`src/rtl/chroni_pkg.sv`:
```
// chroni_pkg: shared pixel type, fetch slot schedule and default memory map for the chroni video path.
package chroni_pkg;
   localparam int R_W = 5;
   localparam int G_W = 6;
   localparam int B_W = 5;
   typedef struct packed {
      logic [R_W-1:0] r;
      logic [G_W-1:0] g;
      logic [B_W-1:0] b;
   } rgb565_t;
   localparam logic [2:0] SLOT_TEXT  = 3'd0;
   localparam logic [2:0] SLOT_ATTR  = 3'd2;
   localparam logic [2:0] SLOT_FONT  = 3'd4;
   localparam logic [2:0] SLOT_LATCH = 3'd6;
   localparam logic [2:0] SLOT_LOAD  = 3'd7;
   localparam logic [15:0] DEF_TEXT_BASE = 16'h0400;
   localparam logic [15:0] DEF_ATTR_BASE = 16'h0C00;
   localparam logic [15:0] DEF_FONT_BASE = 16'h0000;
   typedef enum logic {FETCH_IDLE, FETCH_ACTIVE} fetch_t;
endpackage

```
`src/rtl/chroni_text_gen_if.sv`:
```
// chroni_text_gen_if: timing strobes, palette port, video memory port and RGB565 pixel out.
interface chroni_text_gen_if #(parameter int ADDR_W = 16);
   logic              frame_start;
   logic              line_start;
   logic              h_de;
   logic              v_de;
   logic [15:0]       border_color;
   logic              pal_we;
   logic [3:0]        pal_idx;
   logic [15:0]       pal_data;
   logic [ADDR_W-1:0] addr_out;
   logic [7:0]        data_in;
   logic [4:0]        vga_r;
   logic [5:0]        vga_g;
   logic [4:0]        vga_b;
   modport master (
      output frame_start, line_start, h_de, v_de, border_color, pal_we, pal_idx, pal_data, data_in,
      input  addr_out, vga_r, vga_g, vga_b
   );
   modport slave (
      input  frame_start, line_start, h_de, v_de, border_color, pal_we, pal_idx, pal_data, data_in,
      output addr_out, vga_r, vga_g, vga_b
   );
endinterface

```
`src/rtl/chroni_palette.sv`:
```
// chroni_palette: 16-entry RGB565 register file, one write port, combinational fg/bg read ports.
module chroni_palette
   import chroni_pkg::*;
(
   input  logic    clk,
   input  logic    rst,
   input  logic    i_we,
   input  logic [3:0] i_idx,
   input  rgb565_t i_data,
   input  logic [3:0] i_fg_idx,
   input  logic [3:0] i_bg_idx,
   output rgb565_t o_fg,
   output rgb565_t o_bg
);
   rgb565_t [15:0] r_mem;
   always_ff @(posedge clk or posedge rst)
      if (rst) r_mem <= '0;
      else if (i_we) r_mem[i_idx] <= i_data;
   assign o_fg = r_mem[i_fg_idx];
   assign o_bg = r_mem[i_bg_idx];
endmodule

```
`src/rtl/chroni_text_gen.sv`:
```
// chroni_text_gen: text-mode RGB565 pixel generator, one cell fetched per 8-cycle slot window.
// Define CHRONI_TEXT_ATTR_EN for per-cell attribute fetch; otherwise fg=palette[15], bg=palette[0].
module chroni_text_gen
   import chroni_pkg::*;
#(
   parameter int COLS = 80,
   parameter int FONT_H = 8,
   parameter int ADDR_W = 16,
   parameter logic [ADDR_W-1:0] TEXT_BASE = ADDR_W'(DEF_TEXT_BASE),
   parameter logic [ADDR_W-1:0] ATTR_BASE = ADDR_W'(DEF_ATTR_BASE),
   parameter logic [ADDR_W-1:0] FONT_BASE = ADDR_W'(DEF_FONT_BASE)
) (
   input logic vga_clk,
   input logic reset,
   chroni_text_gen_if.slave bus
);
   localparam int PX_END = COLS * 8;
   localparam int PX_W = $clog2(PX_END + 1);
   fetch_t            r_state, w_state_nxt;
   logic [2:0]        r_slot;
   logic [7:0]        r_col, r_font, r_shifter, w_src, w_attr, w_glyph;
   logic [3:0]        r_scan;
   logic [ADDR_W-1:0] r_row_base, r_addr, w_font_addr;
   logic [PX_W-1:0]   r_px;
   logic              r_hde_d, w_run, w_at_text, w_at_attr, w_at_font, w_load, w_h_fall;
   rgb565_t           r_pix, w_fg, w_bg, w_color;
`ifdef CHRONI_TEXT_ATTR_EN
   logic [7:0]        r_char, r_attr, r_cur_attr;
   logic              w_at_latch;
   assign w_glyph = r_char;
`else
   logic              w_unused_attr_base;
   assign w_unused_attr_base = ^ATTR_BASE;
   assign w_glyph = bus.data_in;
`endif
   assign w_font_addr = FONT_BASE + ADDR_W'(w_glyph) * ADDR_W'(FONT_H) + ADDR_W'(r_scan);
   assign w_h_fall = r_hde_d && !bus.h_de && bus.v_de;
   always_ff @(posedge vga_clk or posedge reset)
      if (reset) r_state <= FETCH_IDLE;
      else r_state <= w_state_nxt;
   always_comb
      w_state_nxt = bus.line_start ? FETCH_ACTIVE :
                    (w_load && r_col == 8'(COLS - 1)) ? FETCH_IDLE : r_state;
   // a line_start in the same cycle pre-empts any slot action so the restart is clean
   always_comb begin
      w_run = r_state == FETCH_ACTIVE && !bus.line_start;
      w_at_text = w_run && r_slot == SLOT_TEXT;
      w_at_attr = w_run && r_slot == SLOT_ATTR;
      w_at_font = w_run && r_slot == SLOT_FONT;
`ifdef CHRONI_TEXT_ATTR_EN
      w_at_latch = w_run && r_slot == SLOT_LATCH;
`endif
      w_load = w_run && r_slot == SLOT_LOAD;
   end
   always_ff @(posedge vga_clk or posedge reset)
      if (reset) begin
         r_slot <= '0;
         r_col <= '0;
         r_addr <= '0;
         r_font <= '0;
`ifdef CHRONI_TEXT_ATTR_EN
         r_char <= '0;
         r_attr <= '0;
`endif
      end else if (bus.line_start) begin
         r_slot <= '0;
         r_col <= '0;
      end else if (r_state == FETCH_ACTIVE) begin
         r_slot <= r_slot + 3'd1;
         if (w_at_text) r_addr <= r_row_base + ADDR_W'(r_col);
`ifdef CHRONI_TEXT_ATTR_EN
         if (w_at_attr) begin
            r_char <= bus.data_in;
            r_addr <= ATTR_BASE + r_row_base - TEXT_BASE + ADDR_W'(r_col);
         end
         if (w_at_font) begin
            r_attr <= bus.data_in;
            r_addr <= w_font_addr;
         end
         if (w_at_latch) r_font <= bus.data_in;
`else
         if (w_at_attr) r_addr <= w_font_addr;
         if (w_at_font) r_font <= bus.data_in;
`endif
         if (w_load) r_col <= r_col + 8'd1;
      end
   always_ff @(posedge vga_clk or posedge reset)
      if (reset) begin
         r_scan <= '0;
         r_row_base <= TEXT_BASE;
      end else if (bus.frame_start) begin
         r_scan <= '0;
         r_row_base <= TEXT_BASE;
      end else if (w_h_fall) begin
         r_scan <= r_scan == 4'(FONT_H - 1) ? 4'd0 : r_scan + 4'd1;
         r_row_base <= r_scan == 4'(FONT_H - 1) ? r_row_base + ADDR_W'(COLS) : r_row_base;
      end
   // the load cycle is also the cell's first pixel, so bit7 is taken straight from the font latch
   always_comb begin
      w_src = w_load ? r_font : r_shifter;
`ifdef CHRONI_TEXT_ATTR_EN
      w_attr = w_load ? r_attr : r_cur_attr;
`else
      w_attr = 8'h0F;
`endif
      w_color = !(bus.h_de && bus.v_de) ? rgb565_t'(16'h0000) :
                r_px == PX_W'(PX_END) ? rgb565_t'(bus.border_color) :
                w_src[7] ? w_fg : w_bg;
   end
   always_ff @(posedge vga_clk or posedge reset)
      if (reset) begin
         r_hde_d <= 1'b0;
         r_px <= '0;
         r_shifter <= '0;
         r_pix <= '0;
`ifdef CHRONI_TEXT_ATTR_EN
         r_cur_attr <= '0;
`endif
      end else begin
         r_hde_d <= bus.h_de;
         r_px <= bus.line_start ? '0 : (bus.h_de && r_px != PX_W'(PX_END)) ? r_px + PX_W'(1) : r_px;
         r_shifter <= bus.h_de ? {w_src[6:0], 1'b0} : w_src;
         r_pix <= w_color;
`ifdef CHRONI_TEXT_ATTR_EN
         r_cur_attr <= w_attr;
`endif
      end
   chroni_palette u_palette (
      .clk     (vga_clk),
      .rst     (reset),
      .i_we    (bus.pal_we),
      .i_idx   (bus.pal_idx),
      .i_data  (rgb565_t'(bus.pal_data)),
      .i_fg_idx(w_attr[3:0]),
      .i_bg_idx(w_attr[7:4]),
      .o_fg    (w_fg),
      .o_bg    (w_bg)
   );
   assign bus.addr_out = r_addr;
   assign bus.vga_r = r_pix.r;
   assign bus.vga_g = r_pix.g;
   assign bus.vga_b = r_pix.b;
endmodule

```
`src/flat_wrapper.sv`:
```
// flat-port wrapper written by rule: the top's interface ports become plain ports
module chroni_text_gen_flat import chroni_pkg::*;
#(
   parameter int COLS = 80,
   parameter int FONT_H = 8,
   parameter int ADDR_W = 16,
   parameter logic [ADDR_W-1:0] TEXT_BASE = ADDR_W'(DEF_TEXT_BASE),
   parameter logic [ADDR_W-1:0] ATTR_BASE = ADDR_W'(DEF_ATTR_BASE),
   parameter logic [ADDR_W-1:0] FONT_BASE = ADDR_W'(DEF_FONT_BASE)
)
  (vga_clk, reset, bus_frame_start, bus_line_start, bus_h_de, bus_v_de, bus_border_color, bus_pal_we, bus_pal_idx, bus_pal_data, bus_data_in, bus_addr_out, bus_vga_r, bus_vga_g, bus_vga_b);
  chroni_text_gen_if #(.ADDR_W(ADDR_W)) bus_i ();
  input logic vga_clk;
  input logic reset;
  input wire logic [$bits(bus_i.frame_start)-1:0] bus_frame_start;
  input wire logic [$bits(bus_i.line_start)-1:0] bus_line_start;
  input wire logic [$bits(bus_i.h_de)-1:0] bus_h_de;
  input wire logic [$bits(bus_i.v_de)-1:0] bus_v_de;
  input wire logic [$bits(bus_i.border_color)-1:0] bus_border_color;
  input wire logic [$bits(bus_i.pal_we)-1:0] bus_pal_we;
  input wire logic [$bits(bus_i.pal_idx)-1:0] bus_pal_idx;
  input wire logic [$bits(bus_i.pal_data)-1:0] bus_pal_data;
  input wire logic [$bits(bus_i.data_in)-1:0] bus_data_in;
  output wire logic [$bits(bus_i.addr_out)-1:0] bus_addr_out;
  output wire logic [$bits(bus_i.vga_r)-1:0] bus_vga_r;
  output wire logic [$bits(bus_i.vga_g)-1:0] bus_vga_g;
  output wire logic [$bits(bus_i.vga_b)-1:0] bus_vga_b;
  assign bus_i.frame_start = bus_frame_start;
  assign bus_i.line_start = bus_line_start;
  assign bus_i.h_de = bus_h_de;
  assign bus_i.v_de = bus_v_de;
  assign bus_i.border_color = bus_border_color;
  assign bus_i.pal_we = bus_pal_we;
  assign bus_i.pal_idx = bus_pal_idx;
  assign bus_i.pal_data = bus_pal_data;
  assign bus_i.data_in = bus_data_in;
  assign bus_addr_out = bus_i.addr_out;
  assign bus_vga_r = bus_i.vga_r;
  assign bus_vga_g = bus_i.vga_g;
  assign bus_vga_b = bus_i.vga_b;
  chroni_text_gen #(.COLS(COLS), .FONT_H(FONT_H), .ADDR_W(ADDR_W), .TEXT_BASE(TEXT_BASE), .ATTR_BASE(ATTR_BASE), .FONT_BASE(FONT_BASE)) u_core (.vga_clk(vga_clk), .reset(reset), .bus(bus_i));
endmodule
```
`config.mk`:
```
export PLATFORM = sky130hd
export DESIGN_NAME = chroni_text_gen_flat
export DESIGN_NICKNAME = d
export VERILOG_FILES = /design/src/rtl/chroni_pkg.sv /design/src/rtl/chroni_text_gen_if.sv /design/src/rtl/chroni_palette.sv /design/src/rtl/chroni_text_gen.sv /design/src/flat_wrapper.sv
export SDC_FILE = /design/constraint.sdc
export NUM_CORES = 1
export LEC_CHECK = 0
export CORE_MARGIN = 5
export CORE_UTILIZATION = 33
export DETAILED_ROUTE_END_ITERATION = 8
export GPL_TIMING_DRIVEN = 0
export MAX_ROUTING_LAYER = met4
export SLEW_MARGIN = 15
export SYNTH_ARGS = -nofsm -noshare
export SYNTH_HDL_FRONTEND = slang
export SYNTH_SLANG_ARGS = --single-unit
export TNS_END_PERCENT = 30
```
`constraint.sdc`:
```
create_clock -name vga_clk -period 3.8 [get_ports vga_clk]
set_clock_uncertainty 0.2 [all_clocks]
set_input_delay 0.57 -clock vga_clk [delete_from_list [all_inputs] [get_ports vga_clk]]
set_output_delay 0.57 -clock vga_clk [all_outputs]
set_load 0.01 [all_outputs]
```
**After elaboration in Yosys (flattened, before gate mapping)**

Cells that the tools add are included.

- Bits in registers: 347
- Bits of input ports: 51
- Output and inout bits: 32
- Word-level logic and storage cells: 128

- Add/subtract/negate cells: 7
- Order comparisons: 2
- Eq/ne operators: 7
- Muxes and demuxes: 25
- Bitwise operators: 1
- Reduce and logical (&&, ||, !) cells: 25

Operators by type and width:

| kind | number |
|---|---|
| 256-bit bitwise mux | 1 |
| 16-bit two-way mux | 9 |
| 16-bit demux with 4-bit select | 1 |
| 8-bit two-way mux | 5 |
| 10-bit two-way mux | 2 |
| 16-bit by 7-bit adder with 16-bit output, second input constant | 1 |
| 16-bit by 8-bit adder with 16-bit output | 1 |
| 2-bit nonzero test | 7 |
| 11-bit by 4-bit adder with 12-bit output | 1 |
| 4-bit two-way mux | 3 |
| 1-bit logical AND | 11 |
| 10-bit by 1-bit adder with 10-bit output, second input constant | 1 |
| 10-bit equality test, second input constant | 1 |
| 10-bit inequality test, second input constant | 1 |
| 8-bit by 1-bit adder with 8-bit output, second input constant | 1 |
| 8-bit by 7-bit equality test with 1-bit output, second input constant | 1 |
| 3-bit equality test, second input constant | 2 |
| 3-bit two-way mux | 2 |
| 3-bit AND reduction | 2 |
| 4-bit by 5-bit less-than comparator with 1-bit output, second input constant | 1 |
| 4-bit by 1-bit adder with 4-bit output, second input constant | 1 |
| 4-bit by 3-bit equality test with 1-bit output, second input constant | 1 |
| 4-bit by 1-bit greater-or-equal comparator with 1-bit output, second input constant | 1 |
| 2-bit AND reduction | 2 |
| other kinds (6) | 8 |

**Depth between registers and ports, before layout**

Gate-level depths: netlist (run 1).

- Word-level depth: 7
- Mapped depth: 8

**Hierarchy**

Synthesis (run 1) repeated with hierarchy kept, for this count alone.

- Cell total of the unflattened synthesis: 1302
- Area total of the unflattened synthesis: 17924.7 um2

By module, submodules not included:

| module | times used | cells each | area each (um2) |
|---|---|---|---|
| chroni_palette | 1 | 849 | 13355.3 |
| chroni_text_gen | 1 | 453 | 4569.4 |

**Least setup slack after synthesis (run 1)**

No wires, ideal clock.

- Kind: reg2reg
- From: reg u_core.r_slot[0]
- To: reg u_core.r_pix (netlist bit u_core.bus.vga_g[1])
- Library setup time: 0.142 ns
- Data arrival time: 1.923 ns
- Data required time: 3.458 ns
- Setup slack: 1.535 ns
- Stages on the path, launching flop included: 9
- Path buffers: 2
- Clock period less this slack: 2.265 ns
- Cells stage by stage: dfrtp_1 -> ha_1 -> ha_1 -> nand3b_4 -> buf_6 -> mux2i_4 -> buf_12 -> mux2i_1 -> a211oi_1

RTL lines:

| item | line | text |
|---|---|---|
| start: declaration | chroni_text_gen.sv:20 | `logic [2:0] r_slot;` |
| start signal: assignment | chroni_text_gen.sv:69 | `r_slot <= r_slot + 3'd1;` |
| end signal: assignment | chroni_text_gen.sv:123 | `r_pix <= w_color;` |
| end: declaration | chroni_text_gen.sv:26 | `rgb565_t r_pix, w_fg, w_bg, w_color;` |

==> impl_results.md, run 1 <==
* Cts hold-fix bufs at 0
* Outcome: finished clean
* Reg2reg end: u_core.bus.vga_g[5]$_DFF_PP0_
* Setup TNS at 0 ns
* Diodes inserted at 0
* CP Capture Type: flip-flop
* Synthesized cell area at 0.00564 sq mm
* Pwr dens at 480 mW/mm^2
* Pin count of the biggest net entering global routing at 38
* Pins Over Slew Limit at 0
* Post-synth EDFFs at 0
* Worst hold-check path type: input pin to flip-flop
* Residual DRC at 0
* CORE AREA at 0.0166 sq mm
* Metal2 WL at 6150 microns
* Mux share of post-synthesis cell area at 0.141
* Wire length on met1 at 5980 microns
* Crit path required time at 3.86 ns
* Worst VDD drop at 282 uV
* Synthesized net count at 574
* Top_reg_cell synth: dfrtp_1
* Hold_sp: bus_line_start
* CTS tree: built
* Crit Path Class: flip-flop to flip-flop
* Lkg Pwr at 3.32 nW
* Unrepaired setup endpoints after global routing: no
* Critical R2R Launch: u_core.r_slot[0]$_DFFE_PP0P_
* Synth Area in Compound Gates at 0.0808
* Layout cells sized above 1 at 0.134
* Detailed placement HPWL at 9560 microns
* Synth warn at 0
* GR Overflow Total at 0
* Max-cap violations at 0
* Multi-input gate area at 0.00250 sq mm
* Register Area at 0.00298 sq mm
* CTS clk-pin slew, worst paths at 0.05 ns
* I/O Buffers at 80
* Synth Area in Adders at 0.0333
* Nets@finish at 676
* Clock buffer count from CTS at 17
* Crit start category: flip-flop
* Crit path max fanout at 10
* Cell count after synthesis at 508
* Vias in the first global route at 4488
* Fmax at 377 MHz
* WL met3 at 681 microns
* Site Rows at 47
* Non-Filler Instances at 841
* Highest routed layer: met4
* Num ports at 83
* Min cycle time layout at 2.65 ns
* Worst skew pair latency at 0.41 ns
* Final period util at 0.699
* DRT iter0 DRCs at 131
* Placed Cells at 811
* Clk sinks at 119
* Worst Hold Path EP: u_core.r_px[7]$_DFFE_PP0P_
* Post-CTS Setup Inserts at 0
* RD Place Congestion at 0.835
* Die area at 0.0198 sq mm
* ANT nets after route at 0
* Largest family of logic cells by synthesized area: multiplexers
* Worst reg-to-reg setup slack at 1.15 ns
* Synth Area in XOR/XNOR at 0.0591
* #FFs+latches synth at 119
* Hold depth at 2
* Post-synth ARST share at 1.00
* Path depth of the worst reg2reg path at 8
* Worst path arrival time at 2.72 ns
* Root buffer cell: clkbuf_16
* Die extent in x at 141 microns
* Sequential cell area fraction in the yosys report at 0.529
* Slew @ Worst Pin at 0.729 ns
* Final setup violation count at 0
* WHS at 0.151 ns
* Vias at 4150
* Final WL at 13000 microns
* CTS max path bufs at 2
* Clock H-tree levels at 4
* Cells resized by post-CTS repair at 0
* Wire per inst at 15.5 microns
* Power Total at 3.54 mW
* First-pass iteration count of the detailed router at 5
* Syn Area/Cell at 11.1 sq um
* First-pass GRT wire length at 22300 microns
* Yosys cell types at 42
* Slew HR at 0.513
* Antenna violations before repair at 0
* Initial Utilization at 0.339
* Core Util, Final at 0.443
* Vias/cell at 4.93
* Tot GR Track Use at 0.145
* Commonest non-fill, non-tap cell in the layout: dfrtp_1
* Fill cells at 1540
* Post-Synth Simple-Gate Area at 0.129
* Die H at 141 microns
* Area grow syn2layout at 30.9%
* Most frequent cells in the layout: dfrtp_1 (118), clkdlybuf4s50_1 (80), nor2_1 (58), mux2_2 (39), nand2_1 (35)
* Final number of hold-violating endpoints at 0
logic make-up (layout without fill, tap and decap cells):
group | after synthesis | in the layout
AND/OR/NAND/NOR | 154 | 154
multiplexers | 73 | 73
AO/OA/AOI/OAI | 76 | 76
flip-flops | 119 | 119
XOR/XNOR | 38 | 38
adder cells (fa/ha/maj) | 15 | 15
buffers and inverters | 33 | 146
final cells by class:
type	instances	area share
Buffer	23	0.0164
Clock inverter	9	0.0170
Timing Repair Buffer	83	0.118
Sequential cell	119	0.404
Clock buffer	21	0.0638
Multi-Input combinational cell	356	0.338
Tap cell	220	0.0373
Inverter	10	0.00560
report_power, final:
group	switching [mW]	leakage [nW]	internal (mW)
combinational	0.180	1.46	0.242
clock	0.547	0.291	1.07
sequential	0.0842	1.57	1.42
Yosys cell counts (10+ instances only):
cell type  instances  share of area
ha_1              15          0.033
nand2_1           35          0.023
mux2i_1           33          0.059
dfrtp_1          118           0.52
xnor2_1           17          0.026
o21ai_0           25          0.022
inv_1             10         0.0067
nor2_1            58          0.039
clkbuf_1          15          0.010
xor2_1            21          0.033
mux2_2            39          0.078
a211oi_1          17          0.023
nand3_1           18          0.016
a21oi_1           18          0.016
how the worst max path moves through the flow:
stage	to	start	cells after the start
6_report	u_core.bus.vga_g[5]$_DFF_PP0_	u_core.r_slot[0]$_DFFE_PP0P_	8
5_1_grt	u_core.bus.vga_g[5]$_DFF_PP0_	u_core.r_slot[1]$_DFFE_PP0P_	8
3_3_place_gp	u_core.r_row_base[13]$_DFFE_PP0P_	reset	2
4_1_cts	u_core.bus.vga_g[5]$_DFF_PP0_	u_core.r_slot[1]$_DFFE_PP0P_	8
2_1_floorplan	u_core.bus.vga_g[1]$_DFF_PP0_	u_core.r_slot[0]$_DFFE_PP0P_	8
3_5_place_dp	u_core.u_palette.r_mem[15]$_DFFE_PP0P_	bus_pal_idx[0]	6
registers in the layout, summed over array words and instances (netlist names), 6 cells and up:
register                count
u_core.bus.vga_g            6
u_core.r_px                10
u_core.bus.addr_out        16
u_core.r_col                8
u_core.r_row_base          12
u_core.r_font               8
u_core.u_palette.r_mem     32
u_core.r_shifter            8
stage by stage:
stage / instance area (sq um) / setup WS [ns]
final: 7380 / 1.15
after global routing: 7380 / 1.02
after CTS: 7380 / 1.12
after detailed placement: 6780 / 1.03
after global placement: 6720 / 0.462
after floorplan: 5640 / 1.54
metal layers:
metal,vias up,track usage
li1,1990,-
met1,2044,0.181
met2,101,0.225
met3,15,0.0376
met4,0,0.0597
met5,-,-
worst max-delay path, cell delays in order (launching register included):
cell      delay, ns
dfrtp_1        0.40
ha_1           0.22
ha_1           0.29
nand3b_4       0.12
buf_6          0.17
mux2i_4        0.50
buf_12         0.21
mux2i_1        0.27
a211oi_1       0.11
(Power assumes the default switching activity.)
==> run 2, diff against run 1 <==
- clock period: 3.8 -> 2.3 ns (I/O delays scaled with it)
==> run 2 against run 1 <==
Effect of this change: combinational power rose by 69%; clock-buffer cell count did not move; sequential share of layout area is 0.39 points lower; final cell count rose by 0.24%.
==> impl_results.md, run 2 (synthesized netlist as in run 1, its figures left out) <==
* Crit start category: flip-flop
* Clk sinks at 119 (unchanged)
* Busiest layer in global routing: met2
* CTS clk-pin slew, worst paths at 0.05 ns (about the same)
* RD Place Congestion at 0.835 (unchanged)
* Crit Path Class: flip-flop to flip-flop
* Pwr dens at 788 mW/mm^2 (+64%)
* Met1 usage at 0.181 (+0.000649)
* First-pass iteration count of the detailed router at 4 (-1)
* Residual DRC at 0 (unchanged)
* CP Capture Type: flip-flop
* Vias at 4158 (+0.19%)
* CP Buf/Inv Count at 2 (unchanged)
* Final number of hold-violating endpoints at 0 (unchanged)
* Largest register FFs at 32 (unchanged)
* Diodes inserted at 0 (unchanged)
* Critical-path cell list: ha_2 -> ha_4 -> nand3b_4 -> buf_8 -> mux2i_4 -> buf_12 -> mux2i_1 -> a211oi_1
* Final setup violation count at 0 (unchanged)
* Vias in the first global route at 4505 (+0.38%)
* Pin count of the biggest net entering global routing at 38 (unchanged)
* Final WL at 13000 microns (-0.14%)
* Worst skew pair latency at 0.42 ns (about the same)
* Detailed placement HPWL at 9560 microns (unchanged)
* Unrepaired setup endpoints after global routing: yes
* Commonest non-fill, non-tap cell in the layout: dfrtp_1
* Slew HR at 0.525 (+0.0119)
* Met3 Use GR at 0.0366 (-0.00102)
* Most frequent cells in the layout: dfrtp_1 (118), clkdlybuf4s50_1 (80), nor2_1 (57), mux2_2 (39), nand2_1 (35)
* Crit path max fanout at 10 (unchanged)
* Outcome: finished clean
* Root buffer cell: clkbuf_16
* Die H at 141 microns (unchanged)
* Worst VDD drop at 464 uV (+64%)
* Delay-heaviest family, CP: multiplexers
* ANT nets after route at 0 (unchanged)
* Num ports at 83 (unchanged)
* DRT iter0 DRCs at 138 (+5.3%)
* Power Total at 5.87 mW (+66%)
* Max-cap violations at 0 (unchanged)
* Non-Filler Instances at 843 (+0.24%)
* Placed Cells at 811 (unchanged)
* Clock buffer count from CTS at 17 (unchanged)
* Worst hold-check path type: input pin to flip-flop
* Slowest stage cell on the critical path: dfrtp_1
* Worst path arrival time at 2.27 ns (-0.45 ns)
* Min cycle time layout at 2.21 ns (-0.445 ns)
* Slew @ Worst Pin at 0.711 ns (-0.0179 ns)
* Post-route setup slack at 0.0903 ns (-1.05 ns)
* Fmax at 453 MHz (+20%)
* Max incr delay on CP at 0.41 ns (-0.09 ns)
* CTS tree: built
* Met2 GRT Util at 0.226 (+0.000504)
* Tot GR Track Use at 0.145 (+0.000222)
* Die area at 0.0198 sq mm (unchanged)
* CTS max path bufs at 2 (unchanged)
* First-pass GRT wire length at 22300 microns (+0.12%)
* Biggest register: u_core.u_palette.r_mem
* Pins Over Slew Limit at 0 (unchanged)
* I/O Buffers at 80 (unchanged)
* Site Rows at 47 (unchanged)
* Die extent in x at 141 microns (unchanged)
* Crit path required time at 2.36 ns (-1.50 ns)
* Vias/cell at 4.93 (about the same)
* Pre-CTS WS at -0.345 ns (-1.37 ns)
* Nets@finish at 678 (+0.30%)
* Layout cells sized above 1 at 0.146 (+0.0124)
* Final period util at 0.961 (+0.262)
* Antenna violations before repair at 0 (unchanged)
* Clock H-tree levels at 4 (unchanged)
* WHS at 0.0769 ns (-0.0743 ns)
* GR Overflow Total at 0 (unchanged)
* Lkg Pwr at 3.32 nW (about the same)
* Initial Utilization at 0.339 (unchanged)
* Area grow syn2layout at 32.2%
* CORE AREA at 0.0166 sq mm (unchanged)
* Wire per inst at 15.4 microns (-0.38%)
-- run 2: cell count changes in the layout (fill, tap and decap cells not counted) --
cell           before  now
buf_8               0    1
dlygate4sd3_1       0    1
ha_1               15   13
ha_2                0    1
ha_4                0    1
mux2i_1            33   31
mux2i_2             0    1
mux2i_4             1    2
nor2_1             58   57
nor2_4              0    1
o21ai_1             1    0
o21ai_2             0    1
o21bai_1            1    0
o21bai_2            0    1
-- run 2: worst paths after layout --
check / startpoint / end / slack, ns / cells past startpoint
min reg2reg: u_core.bus.addr_out[13]$_DFFE_PP0P_ / u_core.bus.addr_out[13]$_DFFE_PP0P_ / 0.28 / 2
max in group asynchronous: reset / u_core.bus.addr_out[15]$_DFFE_PP0P_ / 0.93 / 4
max reg2reg: u_core.r_slot[1]$_DFFE_PP0P_ / u_core.bus.vga_r[1]$_DFF_PP0_ / 0.09 / 8
max: u_core.r_slot[1]$_DFFE_PP0P_ / u_core.bus.vga_r[1]$_DFF_PP0_ / 0.09 / 8
min: bus_frame_start / u_core.r_row_base[15]$_DFFE_PP0P_ / 0.08 / 2
min in group asynchronous: reset / u_core.bus.vga_g[3]$_DFF_PP0_ / 0.19 / 2
-- run 2: cell type report --
class	instances	area, sq um
clock inverter	9	125
sequential	119	2980
fill	1540	9190
tap	220	275
inverter	10	41.3
clock buffer	21	470
multi-input combinational	356	2540
timing repair buffer	85	890
buffer	23	125
-- run 2: what timing repair did --
item / in CTS / in global routing
setup endpoints to repair: 17 / 31
hold buffers: 1 / 0
resized for setup: 4 / 8
buffers inserted: 1 / 0
hold endpoints to repair: 2 / 0
-- run 2: routing by layer --
| layer | vias to the layer above | routed length, microns |
|---|---|---|
| li1 | 1999 | - |
| met1 | 2045 | 6030 |
| met2 | 95 | 6120 |
| met3 | 19 | 595 |
| met4 | 0 | 247 |
| met5 | - | 0 |
-- run 2: where the power goes --
group / total (mW) / internal [mW] / leakage, nW / switching (mW)
registers: 2.50 / 2.35 / 1.57 / 0.146
clock network: 2.67 / 1.77 / 0.291 / 0.901
logic: 0.710 / 0.410 / 1.46 / 0.300
-- run 2: metrics by stage --
stage          setup TNS [ns]  utilization  cell area, sq um
6_report                    0        0.448              7450
5_1_grt               -0.0219        0.448              7450
4_1_cts              -0.00678        0.446              7410
3_5_place_dp            -8.52        0.408              6780
3_3_place_gp          -103.88        0.404              6720
2_1_floorplan               0            -              5640
==> run 3, diff against run 2 <==
--- a/constraint.sdc
+++ b/constraint.sdc
@@ -3,3 +3,3 @@
 set_input_delay 0.345 -clock vga_clk [delete_from_list [all_inputs] [get_ports vga_clk]]
 set_output_delay 0.345 -clock vga_clk [all_outputs]
-set_load 0.01 [all_outputs]
+set_load 0.02 [all_outputs]
==> results of run 3 <==
Same layout as run 2 (identical final DEF). Status: finished clean.
Among the figures that moved: total power 5.87 mW -> 5.91 mW; worst IR drop on VDD 464 uV -> 465 uV
